### config.mk
export PLATFORM = sky130hd
export DESIGN_NAME = multicycle_controller
export DESIGN_NICKNAME = d
export VERILOG_FILES = /design/src/rtl/mips_ctrl_pkg.sv /design/src/rtl/alu_decoder.sv /design/src/rtl/multicycle_controller.sv
export SDC_FILE = /design/constraint.sdc
export NUM_CORES = 1
export LEC_CHECK = 0
export BUFFER_PORTS_ARGS = -buffer_cell sky130_fd_sc_hd__buf_2
export CAP_MARGIN = 10
export CORE_MARGIN = 2
export CORE_UTILIZATION = 54
export DETAILED_ROUTE_END_ITERATION = 10
export PLACE_DENSITY = 0.84
export SETUP_SLACK_MARGIN = 0.3
export SLEW_MARGIN = 40
export SYNTH_ARGS = -nofsm -noshare
export SYNTH_HDL_FRONTEND = slang
export SYNTH_HIERARCHICAL = 1
export SYNTH_SLANG_ARGS = --single-unit
### constraint.sdc
create_clock -name clk -period 4.9 [get_ports clk]
set_input_delay 0.245 -clock clk [delete_from_list [all_inputs] [get_ports clk]]
set_output_delay 0.245 -clock clk [all_outputs]
set_load 0.02 [all_outputs]
### src/rtl/mips_ctrl_pkg.sv
// Shared encodings for the multicycle MIPS control path: FSM states, opcodes,
// funct fields, aluop codes and the 3-bit ALU control bus.
package mips_ctrl_pkg;

  typedef enum logic [3:0] {
    S_FETCH   = 4'd0,
    S_DECODE  = 4'd1,
    S_MEMADR  = 4'd2,
    S_MEMRD   = 4'd3,
    S_MEMWB   = 4'd4,
    S_MEMWR   = 4'd5,
    S_RTYPEEX = 4'd6,
    S_RTYPEWB = 4'd7,
    S_BEQEX   = 4'd8,
    S_ADDIEX  = 4'd9,
    S_ADDIWB  = 4'd10,
    S_JEX     = 4'd11
  } state_t;

  localparam logic [5:0] OP_RTYPE = 6'b000000;
  localparam logic [5:0] OP_LW    = 6'b100011;
  localparam logic [5:0] OP_SW    = 6'b101011;
  localparam logic [5:0] OP_BEQ   = 6'b000100;
  localparam logic [5:0] OP_ADDI  = 6'b001000;
  localparam logic [5:0] OP_J     = 6'b000010;

  localparam logic [5:0] FN_ADD = 6'b100000;
  localparam logic [5:0] FN_SUB = 6'b100010;
  localparam logic [5:0] FN_AND = 6'b100100;
  localparam logic [5:0] FN_OR  = 6'b100101;
  localparam logic [5:0] FN_SLT = 6'b101010;

  localparam logic [2:0] ALU_ADD = 3'b010;
  localparam logic [2:0] ALU_SUB = 3'b110;
  localparam logic [2:0] ALU_AND = 3'b000;
  localparam logic [2:0] ALU_OR  = 3'b001;
  localparam logic [2:0] ALU_SLT = 3'b111;
  localparam logic [2:0] ALU_NOP = 3'b011;

  localparam logic [1:0] ALUOP_ADD   = 2'b00;
  localparam logic [1:0] ALUOP_SUB   = 2'b01;
  localparam logic [1:0] ALUOP_FUNCT = 2'b10;
  localparam logic [1:0] ALUOP_NONE  = 2'b11;

endpackage

### src/rtl/alu_decoder.sv
// ALU control decoder: maps the FSM aluop plus the R-type funct field onto
// the 3-bit ALU control bus.
module alu_decoder
  import mips_ctrl_pkg::*;
(
  input  logic [1:0] aluop,
  input  logic [5:0] funct,
  output logic [2:0] alu_control
);

  always_comb begin
    alu_control = ALU_NOP;
    case (aluop)
      ALUOP_ADD: alu_control = ALU_ADD;
      ALUOP_SUB: alu_control = ALU_SUB;
      ALUOP_FUNCT: begin
        case (funct)
          FN_ADD:  alu_control = ALU_ADD;
          FN_SUB:  alu_control = ALU_SUB;
          FN_AND:  alu_control = ALU_AND;
          FN_OR:   alu_control = ALU_OR;
          FN_SLT:  alu_control = ALU_SLT;
          default: alu_control = ALU_NOP;
        endcase
      end
      default: alu_control = ALU_NOP;
    endcase
  end

endmodule

### src/rtl/multicycle_controller.sv
// Main control FSM for the multicycle MIPS datapath: Moore-decoded mux selects
// and write enables, branch resolution on the ALU zero flag, retired counter.
module multicycle_controller
  import mips_ctrl_pkg::*;
#(
  parameter int CNT_W = 32
) (
  input  logic             clk,
  input  logic             reset,
  input  logic [5:0]       op,
  input  logic [5:0]       funct,
  input  logic             zero,
  output logic             iord,
  output logic             memwrite,
  output logic             irwrite,
  output logic             regdst,
  output logic             memtoreg,
  output logic             regwrite,
  output logic             alusrca,
  output logic [1:0]       alusrcb,
  output logic [1:0]       pcsrc,
  output logic             pcen,
  output logic [2:0]       alu_control,
  output logic [3:0]       state_o,
  output logic [CNT_W-1:0] retired
);

  state_t     state_q;
  state_t     state_d;
  logic [1:0] aluop;
  logic       pcwrite;
  logic       branch;
  logic       irwrite_s;
  logic       regwrite_s;
  logic       memwrite_s;
  logic       retire;

  always_ff @(posedge clk) begin
    if (reset) begin
      state_q <= S_FETCH;
      retired <= '0;
    end else begin
      state_q <= state_d;
      if (retire) retired <= retired + CNT_W'(1);
    end
  end

  always_comb begin
    state_d    = S_FETCH;
    iord       = 1'b0;
    memwrite_s = 1'b0;
    irwrite_s  = 1'b0;
    regdst     = 1'b0;
    memtoreg   = 1'b0;
    regwrite_s = 1'b0;
    alusrca    = 1'b0;
    alusrcb    = 2'b00;
    pcsrc      = 2'b00;
    aluop      = ALUOP_ADD;
    pcwrite    = 1'b0;
    branch     = 1'b0;
    retire     = 1'b0;
    case (state_q)
      S_FETCH: begin
        state_d   = S_DECODE;
        irwrite_s = 1'b1;
        alusrcb   = 2'b01;
        pcwrite   = 1'b1;
      end
      S_DECODE: begin
        alusrcb = 2'b11;
        case (op)
          OP_LW, OP_SW: state_d = S_MEMADR;
          OP_RTYPE:     state_d = S_RTYPEEX;
          OP_BEQ:       state_d = S_BEQEX;
          OP_ADDI:      state_d = S_ADDIEX;
          OP_J:         state_d = S_JEX;
          default:      state_d = S_FETCH;
        endcase
      end
      S_MEMADR: begin
        state_d = (op == OP_LW) ? S_MEMRD : S_MEMWR;
        alusrca = 1'b1;
        alusrcb = 2'b10;
      end
      S_MEMRD: begin
        state_d = S_MEMWB;
        iord    = 1'b1;
      end
      S_MEMWB: begin
        regwrite_s = 1'b1;
        memtoreg   = 1'b1;
        retire     = 1'b1;
      end
      S_MEMWR: begin
        iord       = 1'b1;
        memwrite_s = 1'b1;
        retire     = 1'b1;
      end
      S_RTYPEEX: begin
        state_d = S_RTYPEWB;
        alusrca = 1'b1;
        aluop   = ALUOP_FUNCT;
      end
      S_RTYPEWB: begin
        regdst     = 1'b1;
        regwrite_s = 1'b1;
        retire     = 1'b1;
      end
      S_BEQEX: begin
        alusrca = 1'b1;
        aluop   = ALUOP_SUB;
        pcsrc   = 2'b01;
        branch  = 1'b1;
        retire  = 1'b1;
      end
      S_ADDIEX: begin
        state_d = S_ADDIWB;
        alusrca = 1'b1;
        alusrcb = 2'b10;
      end
      S_ADDIWB: begin
        regwrite_s = 1'b1;
        retire     = 1'b1;
      end
      S_JEX: begin
        pcsrc   = 2'b10;
        pcwrite = 1'b1;
        retire  = 1'b1;
      end
      default: state_d = S_FETCH;
    endcase
  end

  // Architectural write enables are held off while reset is asserted.
  assign irwrite  = irwrite_s & ~reset;
  assign regwrite = regwrite_s & ~reset;
  assign memwrite = memwrite_s & ~reset;
  assign pcen     = (pcwrite | (branch & zero)) & ~reset;
  assign state_o  = state_q;

  alu_decoder u_alu_decoder (
    .aluop       (aluop),
    .funct       (funct),
    .alu_control (alu_control)
  );

endmodule

==> reports/qor.csv, run 1 <==
metric;value;unit
status;finished clean;
die_x;65.6;µm
clock_path_buffers;2;
wl_met1;2.06;mm
first_pass_iters;4;
antenna_cells;0;
gp_congestion;0.876;
post-cts-setup-buffer-count;0;
grt_max_degree;39;
synth_common_cells;41 x nor2_1, 36 x dfxtp_1, 20 x nand4_1, 16 x xor2_1, 15 x nor3_1;
power.internal;0.000420;W
tightest_slew;0.728;ns
crit_path_start_kind;register;
drt_iter0_drc;129;
io_pins;66;
power_density;223;mW/mm²
switching_power;0.000131;W
antenna_found_initial;0;
h-tree-depth;2;
layout-drive-gt1-share;0.263;
synth_top_area_frac;0.352;
vias;2029;
cts_num_sinks;36;
die_y;65.6;µm
syn-num-nets;273;
ys_types;45;
fin_skew;0.00773;ns
setup_ws;2.38;ns
p_leak;1.01;nW
crit_fanout;15;
fin_crit;2.52;ns
maxSlewViolCount;0;
synthArstFlopShare;0;
swShare;0.238;
max_freq;0.397;GHz
worstPathRequired;4.66;ns
holdCritPathClass;input port to register;
initial_core_util;0.560;
ant_nets;0;
root_buffer;clkbuf_8;
cts_made_buffers;5;
grt_use_total;0.241;
drc;0;
ys_top_cells_by_area;dfxtp_1 35%, nor2_1 7.5%, xor2_1 6.8%, nand4_1 6.1%, xnor2_1 6.0%;
nets;330;
ys_dominant_reg_cell;dfxtp_1;
syn2layout_area_growth;20.6;%
routed_wl;4.61;mm
slew_headroom;0.511;
ctsResizeCount;0;
core;0.00366;mm²
grt_pass1_vias;1815;
dr_wl_met2;2.19;mm
numPortBuffers;65;
grt_pass1_wl;8.11;mm
postCtsHoldBufs;0;
min_period_over_period;0.514;
endpoint_kind;output port;
r2r_cells;5;
arrival;2.27;ns
ys_seq_area_frac;0.352;
setup_viol;0;
std_cell_rows;22;
path_clk_slew;0.06;ns
synth_edf_count;0;
wl_met3;259;µm
post-dp-hpwl;3.31;mm
syn-instance-count;257;
routed_via_density;5.59;
clk-insertion-delay-late;0.30;ns
yosysMostFrequentCell;nor2_1;
whs_path_depth;3;
dieArea;0.00430;mm²
setup_tns;0;ns
vdd_ir_drop_max;0.000172;V
combPwrFrac;0.068;
synth_largest_area_cell;dfxtp_1;
cts_tree;yes;
clockPowerShare;0.391;
pre_cts_ws;2.70;ns
drv_cap;0;
power.total;0.000552;W
syn_area;0.00205;mm²
rsz0062_at_grt;false;
ys.warnings.count;6;
path_class;register to output port;
grt-ovfl-total;0;
top_layer;met4;
syn_avg_cell_area;7.97;µm²
pwr-share-seq;0.540;
finalHoldViolCount;0;
synth-seq-cells;36;
wl_per_cell;12.7;µm
==> worst paths after layout <==
| path | from | to | slack [ns] |
|---|---|---|---|
| setup / recovery | state_o[2] | alu_control[2] | 2.38 |
| hold / removal | op[2] | state_o[3] | 0.21 |
| setup reg to reg | state_o[1] | retired[23] | 2.68 |
| hold reg to reg | retired[1] | retired[1] | 0.50 |
==> critical path: stages, from the launching register on <==
cell and delay [ns]:
dfxtp_1 0.60, or2b_4 0.36, nor3b_1 0.43, nand4bb_1 0.16
o32ai_1 0.23, buf_2 0.21
==> cells by family (layout without fill, tap and decap cells) <==
group | Yosys count | after routing | synth area share
buffers and inverters | 22 | 80 | 0.0446
adder cells (fa/ha/maj) | 1 | 1 | 0.00610
AO/OA/AOI/OAI | 25 | 25 | 0.0794
multiplexers | 2 | 2 | 0.0104
flip-flops | 36 | 36 | 0.352
XOR/XNOR | 30 | 30 | 0.128
AND/OR/NAND/NOR | 141 | 141 | 0.380
==> layout by cell type, fill, tap and decap left out, types with 2 or more instances in the layout <==
| cell | n |
|---|---|
| a21o_1 | 2 |
| a21oi_1 | 9 |
| a31oi_1 | 2 |
| and2_1 | 2 |
| and2b_2 | 2 |
| and4_1 | 2 |
| buf_2 | 65 |
| clkbuf_8 | 6 |
| clkinv_2 | 2 |
| dfxtp_1 | 36 |
| inv_1 | 6 |
| nand2_1 | 10 |
| nand2b_1 | 6 |
| nand3_1 | 11 |
| nand4_1 | 20 |
| nand4_2 | 2 |
| nand4b_1 | 3 |
| nor2_1 | 41 |
| nor2b_1 | 5 |
| nor3_1 | 15 |
| nor3b_1 | 2 |
| nor4_1 | 8 |
| o21ai_0 | 3 |
| o31ai_1 | 2 |
| or3_1 | 2 |
| or4_1 | 2 |
| xnor2_1 | 14 |
| xor2_1 | 16 |
==> per-layer routing <==
| metal | vias up | global-route usage |
|---|---|---|
| li1 | 1029 | - |
| met3 | 9 | 0.0531 |
| met2 | 52 | 0.401 |
| met5 | - | 0 |
| met1 | 939 | 0.300 |
| met4 | 0 | 0.104 |
==> state kept, by name, indices dropped and copies added, names as in the netlist <==
name     flops
state_o      4
retired     32
==> power by group through the flow <==
stage | Sequential, W | Combinational (W) | Clock [W]
6_report | 0.000298 | 0.0000378 | 0.000216
3_5_place_dp | 0.000305 | 0.0000378 | 0
5_1_grt | 0.000298 | 0.0000419 | 0.000234
4_1_cts | 0.000298 | 0.0000378 | 0.000223
2_1_floorplan | 0.000303 | 0.0000257 | 0
3_3_place_gp | 0.000305 | 0.0000371 | 0
==> per-stage QoR <==
stage	instances	area, µm²	utilization	hold slack (ns)
3_5_place_dp	355	2380	0.650	0.492
6_report	363	2470	0.675	0.212
3_3_place_gp	355	2370	0.648	0.489
4_1_cts	363	2470	0.675	0.214
2_1_floorplan	257	2050	-	0.386
5_1_grt	363	2470	0.675	0.228
==> layout make-up <==
cell class | instances | area, µm²
Multi-Input combinational cell | 199 | 1240
Fill cell | 342 | 1190
Sequential cell | 36 | 721
Timing Repair Buffer | 66 | 333
Clock buffer | 6 | 82.6
Tap cell | 48 | 60.1
Inverter | 6 | 22.5
Clock inverter | 2 | 10.0
(Power assumes the default switching activity.)
==> inputs of run 2 (changes only) <==
- CORE_UTILIZATION: 54 -> 46
- PLACE_DENSITY: 0.84 -> 0.76
- clock period: 4.9 -> 2.24 ns (I/O delays scaled with it)
==> reports/qor.csv, run 2 (same netlist as run 1, synthesis figures left out) <==
metric;value;unit;change
r2r_slack;0.37;ns;-2.31 ns
ant_nets;0;;unchanged
tightest_slew;0.711;ns;-0.0169 ns
die_y;70.8;µm;+7.8%
endpoint_kind;register;;
cts_tree;yes;;
postCtsHoldBufs;0;;unchanged
whs_path_depth;3;;unchanged
first_pass_iters;4;;unchanged
power_density;502;mW/mm²;+120%
setup_viol;0;;unchanged
r2r_cells;5;;unchanged
gp_congestion;0.815;;-6.9%
nFillCells;411;;+20%
vdd_ir_drop_max;0.000296;V;+72%
p_leak;1.10;nW;+8.9%
nets;340;;+3.0%
syn2layout_area_growth;30.3;%;
largest_reg_flops;32;;unchanged
clock_path_buffers;2;;unchanged
arrival;2.02;ns;-0.25 ns
cts_made_buffers;5;;unchanged
path_clk_slew;0.07;ns;about the same
post-dp-hpwl;3.70;mm;+12%
drt_iter0_drc;67;;-48%
root_buffer;clkbuf_8;;
use_met2;0.326;;-0.0744
grt_pass1_vias;1906;;+5.0%
holdCritPathClass;input port to register;;
crit_path_cell_trace;nand4_2, or4_4, or4_4, xor2_2, nor2_1;;
routed_via_density;5.50;;-1.7%
met3_usage;0.0527;;-0.000376
finalHoldViolCount;0;;unchanged
busiest_layer;met2;;
r2r-end;retired[23];;
dieArea;0.00501;mm²;+16%
numPortBuffers;65;;unchanged
status;finished clean;;
drv_cap;0;;unchanged
min_from;op[2];;
antenna_found_initial;0;;unchanged
cts_num_sinks;36;;unchanged
wl_per_cell;13.4;µm;+5.6%
rsz0062_at_grt;true;;
crit_fanout;8;;-7
path_class;register to register;;
grt_max_degree;39;;unchanged
routed_wl;5.06;mm;+9.7%
cp_slowest_cell;or4_4;;
fin_crit;1.87;ns;
crit_path_start_kind;register;;
setup_ws;0.373;ns;-2.01 ns
pre_cts_ws;0.220;ns;-2.48 ns
grt_pass1_wl;8.45;mm;+4.2%
drc;0;;unchanged
max_freq;0.536;GHz;
slew_headroom;0.526;;+0.0153
antenna_cells;0;;unchanged
regArea;766;µm²;+6.2%
grt_use_total;0.203;;-0.0381
core;0.00432;mm²;+18%
layout-drive-gt1-share;0.348;;+0.0842
met1_usage;0.276;;-0.0242
die_x;70.8;µm;+7.8%
std_cell_rows;24;;+9.1%
worstPathRequired;2.39;ns;-2.27 ns
h-tree-depth;2;;unchanged
multi_input_area;0.00128;mm²;+3.2%
clk-insertion-delay-late;0.28;ns;-0.02 ns
fin_skew;0.00490;ns;-0.00283 ns
largest-register;retired;;
startpoint;retired[8];;
min_period_over_period;0.833;;
whs_endpoint;state_o[3];;
setup_tns;0;ns;unchanged
layout_commonest_cell;buf_2;;
vias;2072;;+2.1%
final_cell_mix;65 x buf_2, 41 x nor2_1, 22 x dfxtp_1, 20 x nand4_1;;
r2r_start;retired[8];;
maxSlewViolCount;0;;unchanged
io_pins;66;;unchanged
initial_core_util;0.474;;-0.0859
grt-ovfl-total;0;;unchanged
path_common_cell;or4_4;;
critPathMaxStageDelay;0.60;ns;about the same
-- run 2: cell count changes in the layout (fill, tap and decap cells not counted), sizes merged --
cell / delta
clkinv: -2
bufinv: +1
clkbuf: +1
buf: +10
-- run 2: through the flow --
stage	power, W	instances	instance area (µm²)	utilization	hold slack [ns]
after floorplan	0.000705	257	2120	-	0.253
after global placement	0.000740	368	2510	0.581	0.380
after detailed placement	0.000741	368	2510	0.581	0.380
after CTS	0.00135	376	2640	0.611	0.0794
after global routing	0.00138	377	2670	0.618	0.118
final	0.00134	377	2670	0.618	0.0875
-- run 2: cell type report --
type | instances | area share
Multi-Input combinational cell | 199 | 0.481
Sequential cell | 36 | 0.287
Timing Repair Buffer | 76 | 0.153
Clock buffer | 7 | 0.0361
Tap cell | 52 | 0.0244
Clock inverter | 1 | 0.0112
Inverter | 6 | 0.00843
-- run 2: worst max-delay path by stage --
stage,end,slack (ns),cells past startpoint
3_3_place_gp,retired[23],0.27,5
6_report,retired[23],0.37,5
5_1_grt,retired[23],0.30,5
3_5_place_dp,retired[23],0.22,5
4_1_cts,retired[23],0.31,5
2_1_floorplan,retired[21],0.31,7
-- run 2: per-layer routing --
layer | wire [µm] | up-vias
met5 | 0 | -
li1 | - | 1046
met4 | 51 | 0
met2 | 2250 | 47
met1 | 2480 | 970
met3 | 273 | 9
-- run 2: worst max-delay path, delay by kind of cell, from the launching register on --
| family | cells | cell delay (ns) |
|---|---|---|
| and+or+nand+nor | 4 | 1.24 |
| DFF | 1 | 0.37 |
| xor gates and xnor gates | 1 | 0.13 |
-- run 2: timing repair --
action | in CTS | in global routing
setup endpoints to repair | 6 | 9
setup buffers | 0 | 1
gates resized for setup | 1 | 3
pin swaps | 0 | 3
-- run 2: power by group --
group | switching [W] | total [W] | internal, W
Sequential | 0.00000381 | 0.000633 | 0.000629
Clock | 0.000220 | 0.000612 | 0.000392
Combinational | 0.0000602 | 0.0000956 | 0.0000354
